## src/rtl/pipe_addsub.sv

```systemverilog
// Pipelined two's-complement adder/subtractor resolving CHUNK bits per register stage.
// Optional signed saturation on the result when PIPE_ADDSUB_SAT_EN is defined.
module pipe_addsub #(
  parameter int WIDTH = 32,
  parameter int CHUNK = 8
) (
  input  logic             clk,
  input  logic             rst,
  input  logic             in_valid,
  output logic             in_ready,
  input  logic [WIDTH-1:0] a,
  input  logic [WIDTH-1:0] b,
  input  logic             c_in,
  input  logic             sub,
  output logic             out_valid,
  input  logic             out_ready,
  output logic [WIDTH-1:0] sum,
  output logic             c_out,
  output logic             ovf
);

  localparam int STAGES = WIDTH / CHUNK;
  localparam int LAST   = STAGES - 1;
  localparam logic [WIDTH-1:0] CMASK = WIDTH'({CHUNK{1'b1}});

  logic             en;

  logic             valid_q [STAGES];
  logic [WIDTH-1:0] sum_q   [STAGES];
  logic [WIDTH-1:0] a_q     [STAGES];
  logic [WIDTH-1:0] b_q     [STAGES];
  logic             cy_q    [STAGES];
  logic             ovf_q   [STAGES];

  logic             valid_d [STAGES];
  logic [WIDTH-1:0] sum_d   [STAGES];
  logic [WIDTH-1:0] a_d     [STAGES];
  logic [WIDTH-1:0] b_d     [STAGES];
  logic             cy_d    [STAGES];
  logic             ovf_d   [STAGES];

  logic [CHUNK:0]   res     [STAGES];

  // The whole pipeline advances together, so a stalled output freezes every stage.
  assign en       = ~out_valid | out_ready;
  assign in_ready = en;

  genvar gi;
  generate
    for (gi = 0; gi < STAGES; gi++) begin : g_stage
      logic             src_valid;
      logic [WIDTH-1:0] src_sum;
      logic [WIDTH-1:0] src_a;
      logic [WIDTH-1:0] src_b;
      logic             src_cy;

      if (gi == 0) begin : g_head
        // Subtraction is A + ~B + 1; the +1 rides on the stage-0 carry-in.
        assign src_valid = in_valid;
        assign src_sum   = '0;
        assign src_a     = a;
        assign src_b     = sub ? ~b : b;
        assign src_cy    = sub | c_in;
      end else begin : g_body
        assign src_valid = valid_q[gi-1];
        assign src_sum   = sum_q[gi-1];
        assign src_a     = a_q[gi-1];
        assign src_b     = b_q[gi-1];
        assign src_cy    = cy_q[gi-1];
      end

      assign res[gi] = {1'b0, src_a[gi*CHUNK +: CHUNK]}
                     + {1'b0, src_b[gi*CHUNK +: CHUNK]}
                     + (CHUNK+1)'(src_cy);

      assign valid_d[gi] = src_valid;
      assign a_d[gi]     = src_a;
      assign b_d[gi]     = src_b;
      assign cy_d[gi]    = res[gi][CHUNK];
      assign sum_d[gi]   = (src_sum & ~(CMASK << (gi*CHUNK)))
                         | (WIDTH'(res[gi][CHUNK-1:0]) << (gi*CHUNK));
      // Carry into the chunk MSB recovered as a ^ b ^ s at that bit; meaningful only in the top stage.
      assign ovf_d[gi]   = res[gi][CHUNK]
                         ^ src_a[gi*CHUNK+CHUNK-1]
                         ^ src_b[gi*CHUNK+CHUNK-1]
                         ^ res[gi][CHUNK-1];
    end
  endgenerate

  always_ff @(posedge clk) begin
    if (rst) begin
      for (int k = 0; k < STAGES; k++) begin
        valid_q[k] <= 1'b0;
        sum_q[k]   <= '0;
        a_q[k]     <= '0;
        b_q[k]     <= '0;
        cy_q[k]    <= 1'b0;
        ovf_q[k]   <= 1'b0;
      end
    end else if (en) begin
      for (int k = 0; k < STAGES; k++) begin
        valid_q[k] <= valid_d[k];
        sum_q[k]   <= sum_d[k];
        a_q[k]     <= a_d[k];
        b_q[k]     <= b_d[k];
        cy_q[k]    <= cy_d[k];
        ovf_q[k]   <= ovf_d[k];
      end
    end
  end

  assign out_valid = valid_q[LAST];
  assign c_out     = cy_q[LAST];
  assign ovf       = ovf_q[LAST];

`ifdef PIPE_ADDSUB_SAT_EN
  // A wrapped MSB of 1 on overflow means the true result was positive, and vice versa.
  assign sum = ovf_q[LAST] ? {~sum_q[LAST][WIDTH-1], {(WIDTH-1){sum_q[LAST][WIDTH-1]}}}
                           : sum_q[LAST];
`else
  assign sum = sum_q[LAST];
`endif

endmodule
```

## config.mk

```make
export PLATFORM = sky130hd
export DESIGN_NAME = pipe_addsub
export DESIGN_NICKNAME = d
export VERILOG_FILES = /design/src/rtl/pipe_addsub.sv
export SDC_FILE = /design/constraint.sdc
export NUM_CORES = 1
export LEC_CHECK = 0
export BUFFER_PORTS_ARGS = -buffer_cell sky130_fd_sc_hd__buf_2
export CORE_ASPECT_RATIO = 1.5
export CORE_MARGIN = 2
export CORE_UTILIZATION = 35
export DETAILED_ROUTE_END_ITERATION = 12
export PLACE_DENSITY_LB_ADDON = 0.15
export SLEW_MARGIN = 20
export SYNTH_ARGS = -nofsm -noshare
export SYNTH_HDL_FRONTEND = slang
export SYNTH_SLANG_ARGS = --single-unit
```

## constraint.sdc

```tcl
create_clock -name clk -period 3.6 [get_ports clk]
set_input_delay 0.18 -clock clk [delete_from_list [all_inputs] [get_ports clk]]
set_output_delay 0.18 -clock clk [all_outputs]
set_load 0.02 [all_outputs]
```

==> out/metrics.yaml <==
run_status:
  status: "finished clean"
die:
  die_height_um: 192
  dieArea_mm2: 0.0250
  dieWidth_um: 130
  start_util_pct: 35.3
  core_area_mm2: 0.0235
  io_pins: 106
  rows: 69
placement:
  dp.cells: 992
  place_hpwl_mm: 9.53
  gp_congestion: 0.825
  io_buffers: 105
  place_ws_ns: 0.779
timing:
  rsz0062_at_grt: "no"
  hold_viol: 0
  timing.final.max_slew_violations: 0
  clock.fmax_mhz: 419
  period_needed_ns: 2.39
  fin_crit_sh_pct: 66.3
  report.final.setup_viol: 0
  slew_headroom_pct: 61.4
  setup_tns_ns: 0
  worst_slew_pin_slew_ns: 0.578
  final.setup_skew_ns: 0.00573
  fin_ws_ns: 1.21
finish:
  instances_no_fill: 1031
  fillers: 2250
  final_cell_mix: "edfxtp_1, and2_1, buf_2"
  nets: 801
  mostFrequentLayoutCell: "edfxtp_1"
  area_growth_pct: 17.9
  final_util_pct: 41.6
  layout-drive-gt1-share_pct: 21.3
cts:
  postCtsSetupBuffers: 0
  cts_tree: "built"
  clk_pin_slew_worst_paths_ns: 0.06
  cts_resized: 0
  clk_latency_ns: 0.43
  clock-sinks: 185
  numCtsBuffers: 17
  clock-root-buffer: "clkbuf_16"
  cts_max_path_buffers: 2
  htreeDepth: 4
pwr:
  p_switching_mw: 1.07
  pwr-share-clk_pct: 36.5
  p_comb_share_pct: 9.3
  leakage_nw: 4.21
  netSwitchingFraction_pct: 22.5
  p_int_mw: 3.70
  power_density_mw_per_mm2: 488
  max-vdd-ir-drop_uv: 313
  seqPwrFrac_pct: 54.2
drt:
  routedWlPerCell_um: 14.1
  antenna_left: 0
  wl_mm: 14.6
  dr.pass1.iters: 7
  drtIter0Drc: 178
  drc_errors: 0
  num_vias: 4579
  via_per_inst: 4.44
synthesis:
  ys_async_sr_fraction_pct: 0
  ys.flop_type: "edfxtp_1"
  synth_warnings: 0
  synth_edf_count: 185
  syn-num-nets: 693
  synth_top_area_share_pct: 67.0
  synth_top_area_cell: "edfxtp_1"
  syn_avg_cell_area_um2: 14.1
  synth_seq_cells: 185
  synth_area_mm2: 0.00829
  seq_area_frac_synth_pct: 67.0
  ys_types: 34
  postSynthCellCount: 587
  synthTopCellsByArea: "edfxtp_1, and2_1, ha_1"
grt:
  grt_pass1_vias: 4669
  grt_pass1_wl_mm: 23.0
  grt_overflow_total: 0
  grt_antenna_before_repair: 6
  grt_util_all_layers_pct: 12.3
  grt_max_degree: 86
worst_setup_path:
  critPathMaxFanout: 3
  cp.required_ns: 3.76
  cp_data_arrival_time_ns: 2.54
  crit_path_end_kind: "flop"
  worstSetupStartpointType: "flop"
  critical_path_class: "reg2reg"
job:
  cap_violations: 0
hold_path:
  hp-class: "in2reg"
[through the flow]
stage	total power [mW]	hold WS (ns)	instance area, um2
after floorplan	2.94	0.378	8290
after global placement	3.07	0.458	9200
after detailed placement	3.08	0.458	9200
after CTS	4.85	0.0000528	9760
after global routing	4.99	0.00883	9770
final	4.77	0.0279	9770
[sequential cells by signal, summed over array words and instances (netlist names)]
| signal | count |
|---|---|
| b_q | 48 |
| valid_q | 4 |
| a_q | 48 |
| cy_q | 4 |
| sum_q | 80 |
| ovf_q | 1 |
[kinds of logic (layout without fill, tap and decap cells)]
logic type,Yosys count,in the layout,share of synthesized area (%)
XOR/XNOR,51,51,5.39
buffers and inverters,37,158,1.75
adder cells (fa/ha/maj),36,36,6.16
other,0,4,0
AO/OA/AOI/OAI,53,53,4.35
flip-flops,185,185,67.0
AND/OR/NAND/NOR,225,225,15.3
[worst max-delay path: stages (launching register included)]
cell	delay, ns
edfxtp_1	0.42
fa_1	0.46
inv_1	0.08
fa_1	0.22
nor2b_4	0.06
o2111ai_2	0.23
a31oi_1	0.17
o311ai_2	0.26
xnor2_1	0.15
nor2_1	0.06
[per-layer routing]
metal | track usage, % | share of wire [%] | vias to the layer above | wire (um)
li1 | - | - | 2263 | -
met1 | 13.3 | 38 | 2197 | 5560
met2 | 21.1 | 53 | 84 | 7690
met3 | 3.99 | 4.5 | 31 | 658
met4 | 6.91 | 4.3 | 4 | 621
met5 | 0 | 0.17 | - | 25
[final cells by class]
type | instances | area, um2 | share of cell area, %
sequential | 185 | 5560 | 56.8
multi-input combinational | 365 | 2600 | 26.6
timing repair buffer | 114 | 626 | 6.40
clock buffer | 20 | 437 | 4.47
tap | 319 | 399 | 4.08
clock inverter | 12 | 101 | 1.04
inverter | 12 | 45.0 | 0.461
antenna | 4 | 10.0 | 0.102
[power groups by stage]
stage / clock network [mW] / registers (mW) / logic (mW)
finish: 1.74 / 2.58 / 0.445
global route: 1.88 / 2.60 / 0.510
CTS: 1.81 / 2.59 / 0.456
detailed placement: 0 / 2.63 / 0.451
global placement: 0 / 2.63 / 0.442
floorplan: 0 / 2.65 / 0.288
[Yosys cell counts (2+ instances only)]
cell,number
a21oi_2,3
inv_1,12
a21oi_1,9
o21ai_0,14
or3_1,7
nor2b_1,5
clkbuf_1,20
nor2_1,59
a211oi_1,4
xor2_1,20
buf_2,5
xnor2_1,31
nor3_1,3
a21o_1,10
o21a_1,6
and2_1,133
fa_1,8
and3_1,3
or2_2,2
a21o_2,2
edfxtp_1,185
nand3b_1,2
ha_1,28
nand2b_1,4
nand2_1,3
[what timing repair did]
item / 4_1_cts / 5_1_grt
endpoints found under the setup margin: 0 / 0
endpoints found under the hold margin: 3 / 0
hold buffers: 3 / 0
[worst paths after layout]
path	start	end	slack, ns	cells past startpoint
max	cy_q[2]	ovf_q[3]	1.21	9
min	a[13]	a_q[0][13]	0.03	2
max reg2reg	cy_q[2]	ovf_q[3]	1.21	9
min reg2reg	sum_q[1][4]	sum_q[2][4]	0.52	1
(Power assumes the default switching activity.)
